$ cat src/rtl/mux4_rr_arbiter.sv
// mux4_rr_arbiter: 4-requester round-robin arbiter driving a registered-select 4:1 data mux
//   clk, rst        clock and asynchronous active-high reset
//   req[3:0]        per-requester request
//   i0..i3 [W-1:0]  requester data
//   gnt[3:0]        one-hot grant, zero when no grant is held
//   s1, s0          registered select code of the granted requester
//   f [W-1:0]       data selected by {s1,s0}
//   f_valid/f_ready output handshake
//   busy            grant held
//   err             one-cycle watchdog abort pulse (only with MUX_ARB_WDOG_EN defined)
module mux4_rr_arbiter #(
  parameter int W = 8,
  parameter int TIMEOUT = 15
) (
  input  logic         clk,
  input  logic         rst,
  input  logic [3:0]   req,
  input  logic [W-1:0] i0,
  input  logic [W-1:0] i1,
  input  logic [W-1:0] i2,
  input  logic [W-1:0] i3,
  output logic [3:0]   gnt,
  output logic         s1,
  output logic         s0,
  output logic [W-1:0] f,
  output logic         f_valid,
  input  logic         f_ready,
  output logic         busy,
  output logic         err
);
  typedef enum logic {IDLE, XFER} state_t;
  state_t state, state_n;
  logic [1:0] ptr, ptr_n, sel, sel_n, nxt, off;
  logic [3:0] rot;
  logic done, wd_hit;
  if (TIMEOUT < 1 || TIMEOUT > 255) begin : g_bad_timeout
    $error("TIMEOUT must be in 1..255");
  end
  // rot[j] is the request of requester ptr+1+j, so the first set bit is the winner
  assign nxt = ptr + 2'd1;
  assign rot = 4'({req, req} >> nxt);
  assign off = rot[0] ? 2'd0 : rot[1] ? 2'd1 : rot[2] ? 2'd2 : 2'd3;
  assign busy = state == XFER;
  assign gnt = busy ? 4'b1 << sel : 4'b0;
  assign {s1, s0} = sel;
  assign f_valid = busy && req[sel];
  assign f = sel == 2'd0 ? i0 : sel == 2'd1 ? i1 : sel == 2'd2 ? i2 : i3;
  // a held grant ends on transfer, on the requester dropping req, or on watchdog expiry
  assign done = busy && (!req[sel] || f_ready || wd_hit);
`ifdef MUX_ARB_WDOG_EN
  logic [7:0] cnt;
  logic err_q;
  assign wd_hit = f_valid && !f_ready && cnt == 8'(TIMEOUT - 1);
  assign err = err_q;
  always_ff @(posedge clk or posedge rst)
    if (rst) begin
      cnt <= 8'd0;
      err_q <= 1'b0;
    end else begin
      cnt <= (f_valid && !f_ready && !wd_hit) ? cnt + 8'd1 : 8'd0;
      err_q <= wd_hit;
    end
`else
  assign wd_hit = 1'b0;
  assign err = 1'b0;
`endif
  always_comb begin
    state_n = state;
    ptr_n = ptr;
    sel_n = sel;
    if (state == IDLE && |req) begin
      sel_n = nxt + off;
      state_n = XFER;
    end
    if (done) begin
      ptr_n = sel;
      state_n = IDLE;
    end
  end
  always_ff @(posedge clk or posedge rst)
    if (rst) begin
      state <= IDLE;
      ptr <= 2'd3;
      sel <= 2'd0;
    end else begin
      state <= state_n;
      ptr <= ptr_n;
      sel <= sel_n;
    end
endmodule

$ cat config.mk
export PLATFORM = sky130hd
export DESIGN_NAME = mux4_rr_arbiter
export DESIGN_NICKNAME = d
export VERILOG_FILES = /design/src/rtl/mux4_rr_arbiter.sv
export SDC_FILE = /design/constraint.sdc
export NUM_CORES = 1
export LEC_CHECK = 0
export CAP_MARGIN = 20
export CORE_ASPECT_RATIO = 1.4
export CORE_MARGIN = 2
export CORE_UTILIZATION = 30
export DETAILED_ROUTE_END_ITERATION = 10
export PLACE_DENSITY = 0.8
export SLEW_MARGIN = 25
export SYNTH_ARGS = -nofsm -noshare
export SYNTH_HDL_FRONTEND = slang
export SYNTH_SLANG_ARGS = --single-unit
$ cat constraint.sdc
create_clock -name clk -period 2.05 [get_ports clk]
set_input_delay 0.3075 -clock clk [delete_from_list [all_inputs] [get_ports clk]]
set_output_delay 0.3075 -clock clk [all_outputs]
set_load 0.01 [all_outputs]
==> impl_metrics.yaml, run 1 <==
yosys:
  synth_top_area_cell: "mux4_2"
  synth_nets: 101
  synth.most_common_cell: "mux4_2"
  ys.flop_type: "dfrtp_1"
  synth_fa_ha_area_frac: 0.0207
  synth_compound_area_frac: 0.134
  syn_area_um2: 606
  synth_xor_area_frac: 0
  synthSimpleGateAreaFrac: 0.180
  synthArstFlopShare: 1.00
  synth_top_family_by_area: "multiplexers"
  syn_area_per_cell_um2: 9.93
  yosys_warnings: 0
  ys_ff_latch: 5
  synth_edf_count: 0
  synth.top_cell.area_share: 0.335
  yosysSeqAreaShare: 0.211
  syn_inst: 61
  synth_cell_types: 29
  synthMuxAreaShare: 0.372
  netlist_top_cells_area: "mux4_2 (33%), dfrtp_1 (12%), dfstp_2 (8.7%)"
  synth_common_cells: "mux4_2 (9), nand2_1 (8), inv_1 (4), nor2_1 (4), o21ai_0 (4)"
power_and_ir_drop:
  p_sw_w: 0.000536
  powerDensity_nw_per_um2: 1150
  p_seq_frac: 0.181
  p_clk_frac: 0.080
  internal_power_w: 0.000869
  peakVddDrop_v: 0.000599
  p_comb_frac: 0.739
  p_sw_frac: 0.382
  p_leak_nw: 0.500
cts:
  ctsLongestPathBuffers: 2
  clock_tree.htree_level_count: 1
  cts.hold.buffers_added: 0
  cts.sinks: 5
  cts_root_buffer: "clkbuf_4"
  clk_pin_slew_ns: 0.04
  cts_tree: "done"
  clk_latency_ns: 0.24
  cts_made_buffers: 3
timing:
  clock_skew_ns: 0.00252
  finalHoldViolations: 0
  period_needed_ns: 1.95
  finalCritPeriodShare: 0.950
  setup_ws_ns: 0.102
  finalMaxSlewViolations: 0
  tns_ns: 0
  fmax_ghz: 0.513
  rsz0062_at_grt: "false"
  setup_violations: 0
  whs_ns: 0.268
layout:
  fillCellCount: 166
  drive_above_1_share: 0.213
  multi_input_area_um2: 434
  area_growth_syn_to_layout_pct: 102
  sequential_cell_area_um2: 129
  layout.nets: 163
  diodes: 0
place:
  portBuffers: 54
  place_congestion: 0.755
  hpwlAfterDp_um: 1740
  pre_cts_ws_ns: -0.174
drt:
  ant_nets: 0
  vias: 718
  wl_per_cell_um: 14.4
  routed_wl_um: 2060
  first_pass_iters: 2
  vias_per_cell: 5.02
  first_iter_violations: 10
  remaining_drc_errors: 0
global_routing:
  grt-ovfl-total: 0
  grt_pass1_wl_um: 3260
  track_usage: 0.181
  grt_max_degree: 16
  antenna_found_initial: 0
  grt_pass1_vias: 711
worst_setup_path:
  crit_path_max_fanout: 2
  worst_r2r_startpoint: "sel[0]$_DFFE_PP0P_"
  cp_data_required_time_ns: 1.74
  rrSetupSlack_ns: 0.36
  cp_data_arrival_time_ns: 1.64
  slowest_stage: "mux4_2"
  r2r-end: "ptr[1]$_DFFE_PP1P_"
  crit_start: "req[3]"
  critPathMaxStageDelay_ns: 0.51
  worstSetupPathType: "primary input to primary output"
  path_cells: "clkdlybuf4s50_1 -> mux4_2 -> and2_4 -> clkdlybuf4s15_1"
  rr_worst_depth: 4
  startpoint_type: "primary input"
  worst_setup_path_end_kind: "primary output"
  crit_end: "f_valid"
die:
  initial_core_util: 0.314
  core_area_um2: 1930
  std_cell_rows: 19
  die_area_um2: 2400
  fp.dieW_um: 42.0
  top_level_ports: 56
  die_height_um: 57.2
run_status:
  status: "finished, final reports clean"
hold_path:
  worstHoldPathType: "primary input to asynchronous set/reset pin"
flow_run:
  maxCapViolations: 0
timing repair:
action	CTS	global route
buffers inserted	1	0
resized for setup	11	2
setup endpoints to repair	9	1
cell usage in the layout (no fill, tap or decap), types with 3 or more instances in the layout:
cell type        Yosys  final
buf_4                1      7
clkbuf_4             0      3
clkdlybuf4s50_1      0     45
dlygate4sd2_1        0      8
inv_1                4      4
mux4_2               9      9
nand2_1              8      8
nor2_1               4      4
o21ai_0              4      4
power groups by stage:
stage | logic [W] | registers (W) | clock network (W)
global route | 0.00112 | 0.000267 | 0.000129
CTS | 0.00104 | 0.000255 | 0.000119
finish | 0.00104 | 0.000254 | 0.000113
floorplan | 0.000610 | 0.000234 | 0
detailed placement | 0.00109 | 0.000253 | 0
global placement | 0.00107 | 0.000248 | 0
layer usage:
| metal | part of all wire | global-route usage |
|---|---|---|
| met1 | 0.37 | 0.179 |
| met3 | 0.071 | 0.0411 |
| met4 | 0.011 | 0.0691 |
| met5 | 0 | 0 |
| met2 | 0.55 | 0.355 |
state kept, by name, indices dropped and copies added (netlist names):
signal and count:
busy 1, ptr 2, sel 2
cell families after synthesis:
family / Yosys count
simple gates: 22
compound gates: 12
mux: 11
buf+inv: 9
flops: 5
fa+ha+maj: 1
other cells: 1
area by class of cell:
class,count,share of cell area
Multi-Input combinational cell,47,0.354
Timing Repair Buffer,62,0.485
Sequential cell,5,0.105
Tap cell,21,0.0215
Inverter,4,0.0123
Clock buffer,4,0.0215
stage by stage:
| stage | cells | power (W) | instance area, um2 | utilization |
|---|---|---|---|---|
| 2_1_floorplan | 61 | 0.000844 | 606 | - |
| 3_3_place_gp | 138 | 0.00132 | 1190 | 0.620 |
| 3_5_place_dp | 138 | 0.00134 | 1190 | 0.620 |
| 4_1_cts | 143 | 0.00141 | 1220 | 0.634 |
| 5_1_grt | 143 | 0.00152 | 1220 | 0.636 |
| 6_report | 143 | 0.00141 | 1220 | 0.636 |
how the worst min path moves through the flow:
stage / startpoint / to / slack, ns / depth (start not counted)
4_1_cts: rst / busy$_DFFE_PP0P_ / 0.27 / 2
6_report: rst / busy$_DFFE_PP0P_ / 0.27 / 2
3_3_place_gp: rst / busy$_DFFE_PP0P_ / 0.52 / 2
5_1_grt: rst / busy$_DFFE_PP0P_ / 0.28 / 2
2_1_floorplan: rst / busy$_DFFE_PP0P_ / 0.08 / 1
3_5_place_dp: rst / busy$_DFFE_PP0P_ / 0.53 / 2
critical path, delay by kind of cell:
kind                   cells  cell delay (ns)
buffers and inverters      2             0.64
muxes                      1             0.51
and+or+nand+nor            1             0.18
Power figures use the tool's default switching activity.
==> inputs of run 2 (changes only) <==
--- a/config.mk
+++ b/config.mk
@@ -5,12 +5,13 @@
 export SDC_FILE = /design/constraint.sdc
 export NUM_CORES = 1
 export LEC_CHECK = 0
+export ABC_AREA = 1
 export CAP_MARGIN = 20
 export CORE_ASPECT_RATIO = 1.4
 export CORE_MARGIN = 2
 export CORE_UTILIZATION = 30
 export DETAILED_ROUTE_END_ITERATION = 10
-export PLACE_DENSITY = 0.8
+export PLACE_DENSITY = 0.76
 export SLEW_MARGIN = 25
 export SYNTH_ARGS = -nofsm -noshare
 export SYNTH_HDL_FRONTEND = slang
==> impl_metrics.yaml, run 2 <==
run_status:
  status: "finished, final reports clean"
layout:
  layout.nets: 224
  final_cells: 205
  area_growth_syn_to_layout_pct: 92.5
  drive_above_1_share: 0.137
  layout_commonest_cell: "clkdlybuf4s50_1"
  layout_common_cells: "clkdlybuf4s50_1 (43), nand2_1 (40), nor2_1 (18)"
  diodes: 0
  final_area_um2: 1310
  fillCellCount: 214
  sequential_cell_area_um2: 130
  multi_input_area_um2: 467
global_routing:
  grt_pass1_wl_um: 3950
  grt_max_degree: 10
  met2_usage: 0.389
  grt-ovfl-total: 0
  track_usage: 0.197
  met3_usage: 0.0476
  grt_pass1_vias: 1040
  busiest_layer: "met2"
  antenna_found_initial: 0
  gr-usage-met1: 0.190
worst_setup_path:
  crit_path_max_fanout: 7
  r2r-end: "sel[0]$_DFFE_PP0P_"
  worstSetupPathType: "register to primary output"
  cp_data_arrival_time_ns: 1.63
  crit_start: "sel[0]$_DFFE_PP0P_"
  startpoint_type: "register"
  rrSetupSlack_ns: 0.24
  rr_worst_depth: 9
  cp_data_required_time_ns: 1.74
  worst_r2r_startpoint: "ptr[0]$_DFFE_PP1P_"
  worst_setup_path_end_kind: "primary output"
hold_path:
  worstHoldPathType: "primary input to asynchronous set/reset pin"
cts:
  cts_made_buffers: 3
  cts_root_buffer: "clkbuf_4"
  cts_tree: "done"
  clk_latency_ns: 0.25
  cts.hold.buffers_added: 0
  ctsLongestPathBuffers: 2
  cts.sinks: 5
  clk_pin_slew_ns: 0.04
  clock_tree.htree_level_count: 1
power_and_ir_drop:
  p_sw_frac: 0.495
  p_seq_frac: 0.145
  powerDensity_nw_per_um2: 1400
  p_sw_w: 0.000908
  p_leak_nw: 0.639
  peakVddDrop_v: 0.000813
  internal_power_w: 0.000928
  p_clk_frac: 0.063
  p_comb_frac: 0.792
yosys:
  syn_area_per_cell_um2: 5.63
  yosys_warnings: 0
  synth_common_cells: "nand2_1 (40), nor2_1 (18), o21ai_1 (10)"
  synth.most_common_cell: "nand2_1"
  synth_nets: 161
  syn_area_um2: 681
  synth_top_area_cell: "nand2_1"
  synth.top_cell.area_share: 0.221
  synth_cell_types: 22
  syn_inst: 121
  yosysSeqAreaShare: 0.188
  ys_ff_latch: 5
  synthArstFlopShare: 1.00
  netlist_top_cells_area: "nand2_1 (22%), dfrtp_1 (11%), nor2_1 (9.9%)"
  synth_edf_count: 0
  ys.flop_type: "dfrtp_1"
die:
  std_cell_rows: 20
  die_height_um: 60.4
  core_area_um2: 2150
  die_area_um2: 2670
  fp.dieW_um: 44.3
  initial_core_util: 0.316
  top_level_ports: 56
drt:
  vias_per_cell: 5.07
  vias: 1039
  first_pass_iters: 7
  ant_nets: 0
  wl_per_cell_um: 11.9
  first_iter_violations: 13
  remaining_drc_errors: 0
  routed_wl_um: 2430
place:
  portBuffers: 54
  hpwlAfterDp_um: 2100
  place_congestion: 0.802
  placed_cell_area_um2: 1290
  dp_cells: 201
flow_run:
  maxCapViolations: 0
timing:
  period_needed_ns: 1.94
  fmax_ghz: 0.517
  tns_ns: 0
  whs_ns: 0.257
  finalHoldViolations: 0
  rsz0062_at_grt: "false"
  clock_skew_ns: 0.00295
  finalMaxSlewViolations: 0
  setup_violations: 0
  finalCritPeriodShare: 0.944
==> run 2: cell types whose count changed in the layout (fill, tap and decap cells not counted), moves of 4 or more <==
| cell | previous run | this run |
|---|---|---|
| nor2_1 | 4 | 18 |
| inv_2 | 0 | 4 |
| inv_1 | 4 | 9 |
| o21ai_1 | 0 | 10 |
| a21oi_1 | 0 | 7 |
| nand3_1 | 0 | 4 |
| mux4_2 | 9 | 0 |
| nand2_1 | 8 | 40 |
==> run 2: per-stage QoR <==
step / util / setup WS (ns) / power, W
6_report: 0.609 / 0.115 / 0.00184
5_1_grt: 0.609 / 0.0288 / 0.00203
4_1_cts: 0.606 / 0.0203 / 0.00186
3_5_place_dp: 0.598 / 0.0393 / 0.00182
3_3_place_gp: 0.598 / 0.0495 / 0.00177
2_1_floorplan: - / 0.423 / 0.00109
==> run 2: layout make-up <==
| class | count | area share |
|---|---|---|
| tap | 22 | 0.0210 |
| clock buffer | 4 | 0.0201 |
| timing repair buffer | 62 | 0.463 |
| sequential | 5 | 0.0993 |
| multi-input combinational | 98 | 0.356 |
| inverter | 14 | 0.0401 |
==> run 2: kinds of logic (layout without fill, tap and decap cells) <==
| logic type | count (synthesis) | count (layout) | synth area share |
|---|---|---|---|
| and+or+nand+nor | 67 | 67 | 0.403 |
| AOI/OAI and AO/OA | 29 | 29 | 0.259 |
| buffers and inverters | 18 | 80 | 0.127 |
| DFF | 5 | 5 | 0.187 |
| adders and majority gates | 1 | 1 | 0.0184 |
| other | 1 | 1 | 0.00551 |
==> run 2: worst max path at each step <==
stage / to / slack (ns)
2_1_floorplan: sel[0]$_DFFE_PP0P_ / 0.42
3_5_place_dp: f_valid / 0.04
4_1_cts: gnt[2] / 0.02
3_3_place_gp: f_valid / 0.05
6_report: f[4] / 0.11
5_1_grt: f[4] / 0.03
==> run 2: repair_timing <==
action                                  CTS  global route
resized for setup                        11             2
setup buffers                             0             0
gates cloned                              0             0
endpoints found under the setup margin   11             2
==> run 2: per-layer routing <==
metal  vias up  wire (um)
met4         0         53
li1        515          -
met3        10        184
met2        54       1290
met1       460        902
met5         -          0
==> run 2: worst max-delay path, stage by stage (launching register included) <==
cell	delay, ns
dfrtp_2	0.46
nor2_2	0.17
inv_2	0.07
nand2_1	0.13
nor2_1	0.06
o31ai_1	0.18
dlygate4sd2_1	0.31
==> run 2: power groups by stage <==
stage | registers, W | logic [W] | clock network, W
floorplan | 0.000226 | 0.000860 | 0
global placement | 0.000255 | 0.00152 | 0
detailed placement | 0.000260 | 0.00156 | 0
CTS | 0.000265 | 0.00147 | 0.000122
global route | 0.000274 | 0.00163 | 0.000130
finish | 0.000266 | 0.00145 | 0.000117
==> inputs of run 3 (changes only) <==
--- a/config.mk
+++ b/config.mk
@@ -6,7 +6,7 @@
 export NUM_CORES = 1
 export LEC_CHECK = 0
 export ABC_AREA = 1
-export CAP_MARGIN = 20
+export CAP_MARGIN = 5
 export CORE_ASPECT_RATIO = 1.4
 export CORE_MARGIN = 2
 export CORE_UTILIZATION = 30
==> results of run 3 <==
The final DEF is identical to that of run 2; final timing and power are the same.
